<file path="config.mk">
export PLATFORM = sky130hd
export DESIGN_NAME = gbt_tx_ctrl
export DESIGN_NICKNAME = d
export VERILOG_FILES = /design/src/rtl/gbt_tx_ctrl.sv
export SDC_FILE = /design/constraint.sdc
export NUM_CORES = 1
export LEC_CHECK = 0
export ABC_CLOCK_PERIOD_IN_PS = 1650
export CAP_MARGIN = 40
export CORE_AREA = 2 2 89 155
export DETAILED_ROUTE_END_ITERATION = 16
export DIE_AREA = 0 0 91 157
export PLACE_DENSITY_LB_ADDON = 0.12
export SKIP_CTS_REPAIR_TIMING = 1
export SLEW_MARGIN = 40
export SYNTH_ARGS = -nofsm -noshare
export SYNTH_HDL_FRONTEND = slang
export SYNTH_SLANG_ARGS = --single-unit
</file>
<file path="constraint.sdc">
create_clock -name CLK -period 1.65 [get_ports CLK]
set_input_delay 0.165 -clock CLK [delete_from_list [all_inputs] [get_ports CLK]]
set_output_delay 0.165 -clock CLK [all_outputs]
set_load 0.005 [all_outputs]
</file>
<file path="src/rtl/gbt_tx_ctrl.sv">
// gbt_tx_ctrl: GBTx uplink transmit controller.
// Brings the link up, then arbitrates DAQ/slow-control frames.
//
// Ports:
//   CLK, RSTN      frame clock, sync active-low reset
//   GBT_RDY, EN    GBTx ready, transmit enable
//   DAQ_*          DAQ frame request (DATA/VLD) and ACK
//   SC_*           slow-control frame request and ACK
//   GBT_TXD/TXVD   registered frame word and data-valid
//   TX_SRC         registered source: 0 idle, 1 DAQ, 2 SC
//   STATE          0 OFF, 1 SYNC, 2 RUN
//   FRM_CNT        data frames sent, wraps at 2^16
//   LINK_ERR       sticky: GBT_RDY lost in RUN
module gbt_tx_ctrl #(
  parameter int DW = 80,
  parameter int SYNC_FRAMES = 16,
  parameter int MAX_DAQ = 8,
  parameter logic [DW-1:0] IDLE_WORD = {DW{1'b0}}
) (
  input  logic          CLK,
  input  logic          RSTN,
  input  logic          GBT_RDY,
  input  logic          EN,
  input  logic [DW-1:0] DAQ_DATA,
  input  logic          DAQ_VLD,
  output logic          DAQ_ACK,
  input  logic [DW-1:0] SC_DATA,
  input  logic          SC_VLD,
  output logic          SC_ACK,
  output logic [DW-1:0] GBT_TXD,
  output logic          GBT_TXVD,
  output logic [1:0]    TX_SRC,
  output logic [1:0]    STATE,
  output logic [15:0]   FRM_CNT,
  output logic          LINK_ERR
);

  typedef enum logic [1:0] {
    ST_OFF  = 2'd0,
    ST_SYNC = 2'd1,
    ST_RUN  = 2'd2
  } state_e;

  localparam logic [7:0] SYNC_LAST = 8'(SYNC_FRAMES - 1);
  localparam logic [7:0] MAX_RUN   = 8'(MAX_DAQ);

  state_e        state_q, state_d;
  logic [7:0]    sync_cnt_q, sync_cnt_d;
  logic [7:0]    daq_run_q, daq_run_d;
  logic [DW-1:0] txd_q, txd_d;
  logic          txvd_q, txvd_d;
  logic [1:0]    src_q, src_d;
  logic [15:0]   frm_cnt_q, frm_cnt_d;
  logic          link_err_q, link_err_d;

  logic link_ok;
  logic run_ok;
  logic daq_gnt;
  logic sc_gnt;

  // RSTN gates the ACKs so nothing is accepted in a reset cycle.
  assign link_ok = GBT_RDY & EN;
  assign run_ok  = (state_q == ST_RUN) & link_ok & RSTN;

  // DAQ wins unless SC is waiting and DAQ used its run budget.
  assign daq_gnt = run_ok & DAQ_VLD
                 & (~SC_VLD | (daq_run_q < MAX_RUN));
  assign sc_gnt  = run_ok & SC_VLD & ~daq_gnt;

  assign DAQ_ACK  = daq_gnt;
  assign SC_ACK   = sc_gnt;
  assign GBT_TXD  = txd_q;
  assign GBT_TXVD = txvd_q;
  assign TX_SRC   = src_q;
  assign STATE    = state_q;
  assign FRM_CNT  = frm_cnt_q;
  assign LINK_ERR = link_err_q;

  always_comb begin
    state_d    = state_q;
    sync_cnt_d = sync_cnt_q;
    link_err_d = link_err_q;
    unique case (state_q)
      ST_OFF: begin
        if (link_ok) state_d = ST_SYNC;
      end
      ST_SYNC: begin
        if (!link_ok) begin
          state_d    = ST_OFF;
          sync_cnt_d = '0;
        end else if (sync_cnt_q == SYNC_LAST) begin
          state_d    = ST_RUN;
          sync_cnt_d = '0;
        end else begin
          sync_cnt_d = sync_cnt_q + 8'd1;
        end
      end
      ST_RUN: begin
        if (!GBT_RDY) begin
          state_d    = ST_OFF;
          link_err_d = 1'b1;
        end else if (!EN) begin
          state_d = ST_OFF;
        end
      end
      default: state_d = ST_OFF;
    endcase
  end

  always_comb begin
    txd_d     = IDLE_WORD;
    txvd_d    = 1'b0;
    src_d     = 2'd0;
    frm_cnt_d = frm_cnt_q;
    daq_run_d = '0;
    if (daq_gnt) begin
      txd_d     = DAQ_DATA;
      txvd_d    = 1'b1;
      src_d     = 2'd1;
      frm_cnt_d = frm_cnt_q + 16'd1;
      daq_run_d = (daq_run_q < MAX_RUN) ?
                  daq_run_q + 8'd1 : daq_run_q;
    end else if (sc_gnt) begin
      txd_d     = SC_DATA;
      txvd_d    = 1'b1;
      src_d     = 2'd2;
      frm_cnt_d = frm_cnt_q + 16'd1;
    end
  end

  always_ff @(posedge CLK) begin
    if (!RSTN) begin
      state_q    <= ST_OFF;
      sync_cnt_q <= '0;
      daq_run_q  <= '0;
      txd_q      <= IDLE_WORD;
      txvd_q     <= 1'b0;
      src_q      <= 2'd0;
      frm_cnt_q  <= '0;
      link_err_q <= 1'b0;
    end else begin
      state_q    <= state_d;
      sync_cnt_q <= sync_cnt_d;
      daq_run_q  <= daq_run_d;
      txd_q      <= txd_d;
      txvd_q     <= txvd_d;
      src_q      <= src_d;
      frm_cnt_q  <= frm_cnt_d;
      link_err_q <= link_err_d;
    end
  end

endmodule

</file>
Yosys cells after proc, flatten, opt, wreduce, memory -nomap -nowiden:

Cells that the tools add are included.

* register bits after elaboration: 118
* input bits: 166

* multiplexer cells: 16
* bitwise gates (word level): 12
* reductions and logical operators: 6
* add/subtract/negate cells: 3
* order comparisons: 1
* equal/unequal tests: 6

Operators by type and width (number)
* two-way mux 80 bit: 2
* two-way mux 16 bit: 2
* adder 16 x 1 -> 16 bit, second input constant: 1
* adder 8 x 1 -> 8 bit, second input constant: 2
* two-way mux 8 bit: 2
* two-way mux 2 bit: 6
* == test 8 x 4 -> 1 bit, second input constant: 1
* < comparator 8 x 4 -> 1 bit, second input constant: 1
* bitwise AND 1 bit: 7
* inequality test 3 bit, second input constant: 2
* one-hot mux 2 bit (3 select lines): 1
* NOT 1 bit: 4
* AND reduction 2 bit: 2
* two-way mux 1 bit: 3
* AND reduction 3 bit: 1
* == test 2 x 1 -> 1 bit, second input constant: 1
* == test 2 bit, second input constant: 1
* logical NOT 2 bit: 1
* inequality test 2 bit, second input constant: 1
* nonzero test 2 bit: 1
* OR reduction 2 bit: 1
* bitwise OR 1 bit: 1

Logic depth before layout (Yosys ltp):

* depth in word-level cells: 9
* mapped depth: 7

Worst setup path before layout:

No wires, ideal clock.

* path kind: register to register
* start point: register state_q[0], in the netlist STATE[0]
* end point: register frm_cnt_q[9], in the netlist FRM_CNT[9]
* period minus slack after synthesis: 1.770 ns
* path slack: -0.120 ns
* stages on the path, launching flop included: 6
* required time: 1.580 ns
* buffers on the path: 1
* arrival: 1.699 ns
* setup time: 0.070 ns
* cells stage by stage: dfxtp_1 -> nand2b_2 -> or4_4 -> buf_6 -> or3_1 -> a21oi_1

* longest elaborated chain between the ends: 8
* elaborated cells on any way between the ends: 10

RTL lines
* start: declaration: RTL line 47 `state_e state_q, state_d;`
* start signal: assignment: RTL line 142 `state_q <= state_d;`
* == test 2 bit *: RTL line 63 `assign run_ok = (state_q == ST_RUN) & link_ok & RSTN;`
* bitwise AND 1 bit * (2 in series): RTL line 63
* bitwise AND 1 bit: RTL line 66 `assign daq_gnt = run_ok & DAQ_VLD`
* bitwise AND 1 bit: RTL line 67 `& (~SC_VLD | (daq_run_q < MAX_RUN));`
* NOT 1 bit: RTL line 68 `assign sc_gnt = run_ok & SC_VLD & ~daq_gnt;`
* bitwise AND 1 bit: RTL line 68
* nonzero test 2 bit (no source line)
* end signal: assignment: RTL line 148 `frm_cnt_q <= frm_cnt_d;`
* end: declaration: RTL line 53 `logic [15:0] frm_cnt_q, frm_cnt_d;`

Every way passes the cells marked *; elsewhere a longest branch is shown, timed or not.
A chain may end at the register's enable or synchronous reset.

Final worst setup path:

* start point: register daq_run_q[6]
* end point: output DAQ_ACK

* longest elaborated chain between the ends: 3

RTL lines
* start: declaration: RTL line 49 `logic [7:0] daq_run_q, daq_run_d;`
* start signal: assignment: RTL line 144 `daq_run_q <= daq_run_d;`
* < comparator 8 x 4 -> 1 bit: RTL line 67
* bitwise OR 1 bit: RTL line 67
* bitwise AND 1 bit: RTL line 67
* end: declaration: RTL line 26 `output logic DAQ_ACK,`

No other way between the ends.

==> impl_metrics.json <==
{
  "status": "finished, violations left",
  "violations": "setup timing",
  "clock_skew_ns": 0.009924,
  "utilization_pct": 63.67,
  "ys_warn_count": 0,
  "drt_iter0_markers": 110,
  "regArea_um2": 2369,
  "synth_cells": 360,
  "fin_setup_tns_ns": -15.40,
  "critPathCaptureType": "output port",
  "synth_ff_type": "dfxtp_1",
  "grt_pass1_wl_um": 22030,
  "seq_area_frac_synth_pct": 57.44,
  "grt_antenna_before_repair": 0,
  "power_density_nw_per_um2": 865.8,
  "dp_cells": 825,
  "reg2reg_depth": 6,
  "wl_per_cell_um": 18.09,
  "crit_chain": "or4_4, nor2_8, o2111a_2, buf_6",
  "r2r-end": "GBT_TXD[75]",
  "clkSinkCount": 118,
  "syn_area_um2": 4113,
  "cp.arrival_ns": 1.73,
  "tightest_slew_ns": 0.4627,
  "grt_overflow_total": 0,
  "setup_viol": 94,
  "drt_pass1_iterations": 4,
  "cp_slowest_stage_delay_ns": 0.57,
  "critPathLaunch": "daq_run_q[6]",
  "multi_input_area_um2": 1720,
  "stdcell_count": 869,
  "core_area_um2": 12940,
  "max_freq_ghz": 0.5267,
  "timing.final.crit_period_ns": 1.899,
  "cp_slowest_cell": "or4_4",
  "vias": 4207,
  "final_nets": 854,
  "post-route-period-util_pct": 115.1,
  "fp-row-count": 55,
  "gp_congestion": 0.8000,
  "hold_depth": 2,
  "grt_usage_pct": 20.20,
  "path_clk_slew_ns": 0.06,
  "start_util_pct": 31.79,
  "finalWirelength_um": 15720,
  "drc": 0,
  "io_pins": 270,
  "pre_cts_slack_ns": -0.4813,
  "synth-edff-count": 0,
  "cp.required_ns": 1.48,
  "cts_buffers": 17,
  "fillers": 1110,
  "wl_met3_um": 1287,
  "cap_violations": 0,
  "clockRootBuffer": "clkbuf_16",
  "postLayoutCellArea_um2": 8237,
  "path_class": "register to output port",
  "whs_ns": 0.3455,
  "top_layer_used": "met4",
  "crit_path_end": "DAQ_ACK",
  "ys_types": 46,
  "ys_ff_latch": 118,
  "die_area_um2": 14290,
  "io_buffer_count": 269,
  "ant_nets": 0,
  "synth_fp_nets": 529,
  "cts_tree": "yes",
  "grt_pass1_vias": 4373,
  "vias_per_cell": 4.841,
  "dieHeight_um": 157,
  "synthToLayoutAreaGrowth_pct": 100.3,
  "hold_viol_final": 0,
  "clockBufferDepth": 2,
  "cp-start-kind": "register",
  "r2r_slack_ns": -0.19,
  "yosys.area.top_type_share_pct": 57.44,
  "total_power_mw": 7.132,
  "crit_path_max_fanout": 2,
  "hp-class": "input port to register",
  "wl_met2_um": 8856,
  "drive_above_1_share_pct": 18.34,
  "grt_max_degree": 49,
  "synth_top_cell_by_area": "dfxtp_1",
  "maxSlewViolCount": 0,
  "syn_avg_cell_area_um2": 11.42,
  "slew_headroom_pct": 68.90,
  "dpl_cell_area_um2": 7326,
  "synthArstFlopShare_pct": 0,
  "htreeDepth": 4,
  "peakVddDrop_mv": 0.7486,
  "leakage_nw": 3.107,
  "insertion_delay_ns": 0.41,
  "synth_area_leaders": "dfxtp_1, a22o_1, a21oi_1",
  "wl_met1_um": 5067,
  "rr_startpoint": "daq_run_q[6]",
  "diodes": 0,
  "rsz0062_at_grt": "true",
  "layout_setup_ws_ns": -0.2487,
  "fp.dieW_um": 91,
  "dpl.hpwl_um": 11700
}
-- cell usage in the layout, fill, tap and decap left out, drive strengths merged, types with 2 or more instances in the layout --
master	count
clkdlybuf4s50	267
dfxtp	118
a22o	80
buf	57
clkbuf	23
a21oi	16
nor2	15
nand3	10
nand2	9
or4	9
o21ai	8
and2	7
o31ai	7
inv	6
nand4	5
or3	5
clkinv	5
nor2b	4
mux2i	3
xnor2	3
a31oi	3
ha	3
bufinv	3
clkinvlp	3
xor2	3
and3	2
nand2b	2
and4	2
or2	2
o211ai	2
nand3b	2
o2111a	2
a2111oi	2
a211oi	2
-- critical path: cells and delay by family, from the launching register on --
family	cells	cell delay, ns
flops	1	0.32
simple gates	2	0.68
compound gates	1	0.21
buf+inv	1	0.12
-- metal layers --
layer  global-route usage [%]  vias up
li1                         -     2021
met2                    39.51      194
met1                    17.24     1960
met3                    8.904       32
met5                        0        -
met4                    8.874        0
-- report_power, final --
group	switching (mW)	total [mW]	internal, mW	leakage (nW)
sequential	0.00150	2.85	2.85	0.952
clock	1.38	3.81	2.43	0.293
combinational	0.100	0.469	0.369	1.86
-- sequential cells by signal, summed over array words and instances, names as in the netlist --
name        count
daq_run_q       8
GBT_TXVD        1
TX_SRC          2
GBT_TXD        80
sync_cnt_q      8
FRM_CNT        16
STATE           2
LINK_ERR        1
-- cells by family (layout without fill, tap and decap cells) --
logic type / after synthesis / in the layout / share of synthesized area (%)
buffers and inverters: 27 / 364 / 3.498
DFF: 118 / 118 / 57.44
xor gates and xnor gates: 6 / 6 / 1.278
muxes: 3 / 3 / 0.7302
AOI/OAI and AO/OA: 126 / 126 / 24.70
adders and majority gates: 3 / 3 / 0.9128
and+or+nand+nor: 77 / 78 / 11.44
-- how the worst min path moves through the flow --
| stage | slack (ns) | endpoint | start |
|---|---|---|---|
| 2_1_floorplan | 0.28 | TX_SRC[1] | DAQ_VLD |
| 3_3_place_gp | 0.45 | daq_run_q[6] | daq_run_q[6] |
| 3_5_place_dp | 0.46 | daq_run_q[4] | daq_run_q[4] |
| 4_1_cts | 0.33 | GBT_TXD[61] | SC_DATA[61] |
| 5_1_grt | 0.33 | GBT_TXD[76] | SC_DATA[76] |
| 6_report | 0.35 | GBT_TXD[39] | SC_DATA[39] |
-- area by class of cell --
cell class / instances / share of cell area [%]
Sequential cell: 118 / 28.76
Inverter: 3 / 0.1367
Tap cell: 171 / 2.598
Timing Repair Buffer: 329 / 40.16
Clock inverter: 14 / 2.127
Clock buffer: 18 / 5.332
Multi-Input combinational cell: 216 / 20.89
-- cell usage after synthesis (2+ instances only) --
cell,number
or4_4,2
or3_1,5
clkbuf_1,12
a211oi_1,2
a21oi_1,16
nor2_1,14
and2_1,7
and4_1,2
nor2b_1,4
buf_6,4
nand2_1,9
nand3b_1,2
nand4_1,5
dfxtp_1,118
or4_1,6
xnor2_1,3
mux2i_1,3
o211ai_1,2
or2_2,2
inv_1,3
o31ai_1,7
ha_1,3
o2111a_1,2
a31oi_1,3
o21ai_0,8
nand3_1,9
buf_2,7
a22o_1,80
xor2_1,3
(Power assumes the default switching activity.)
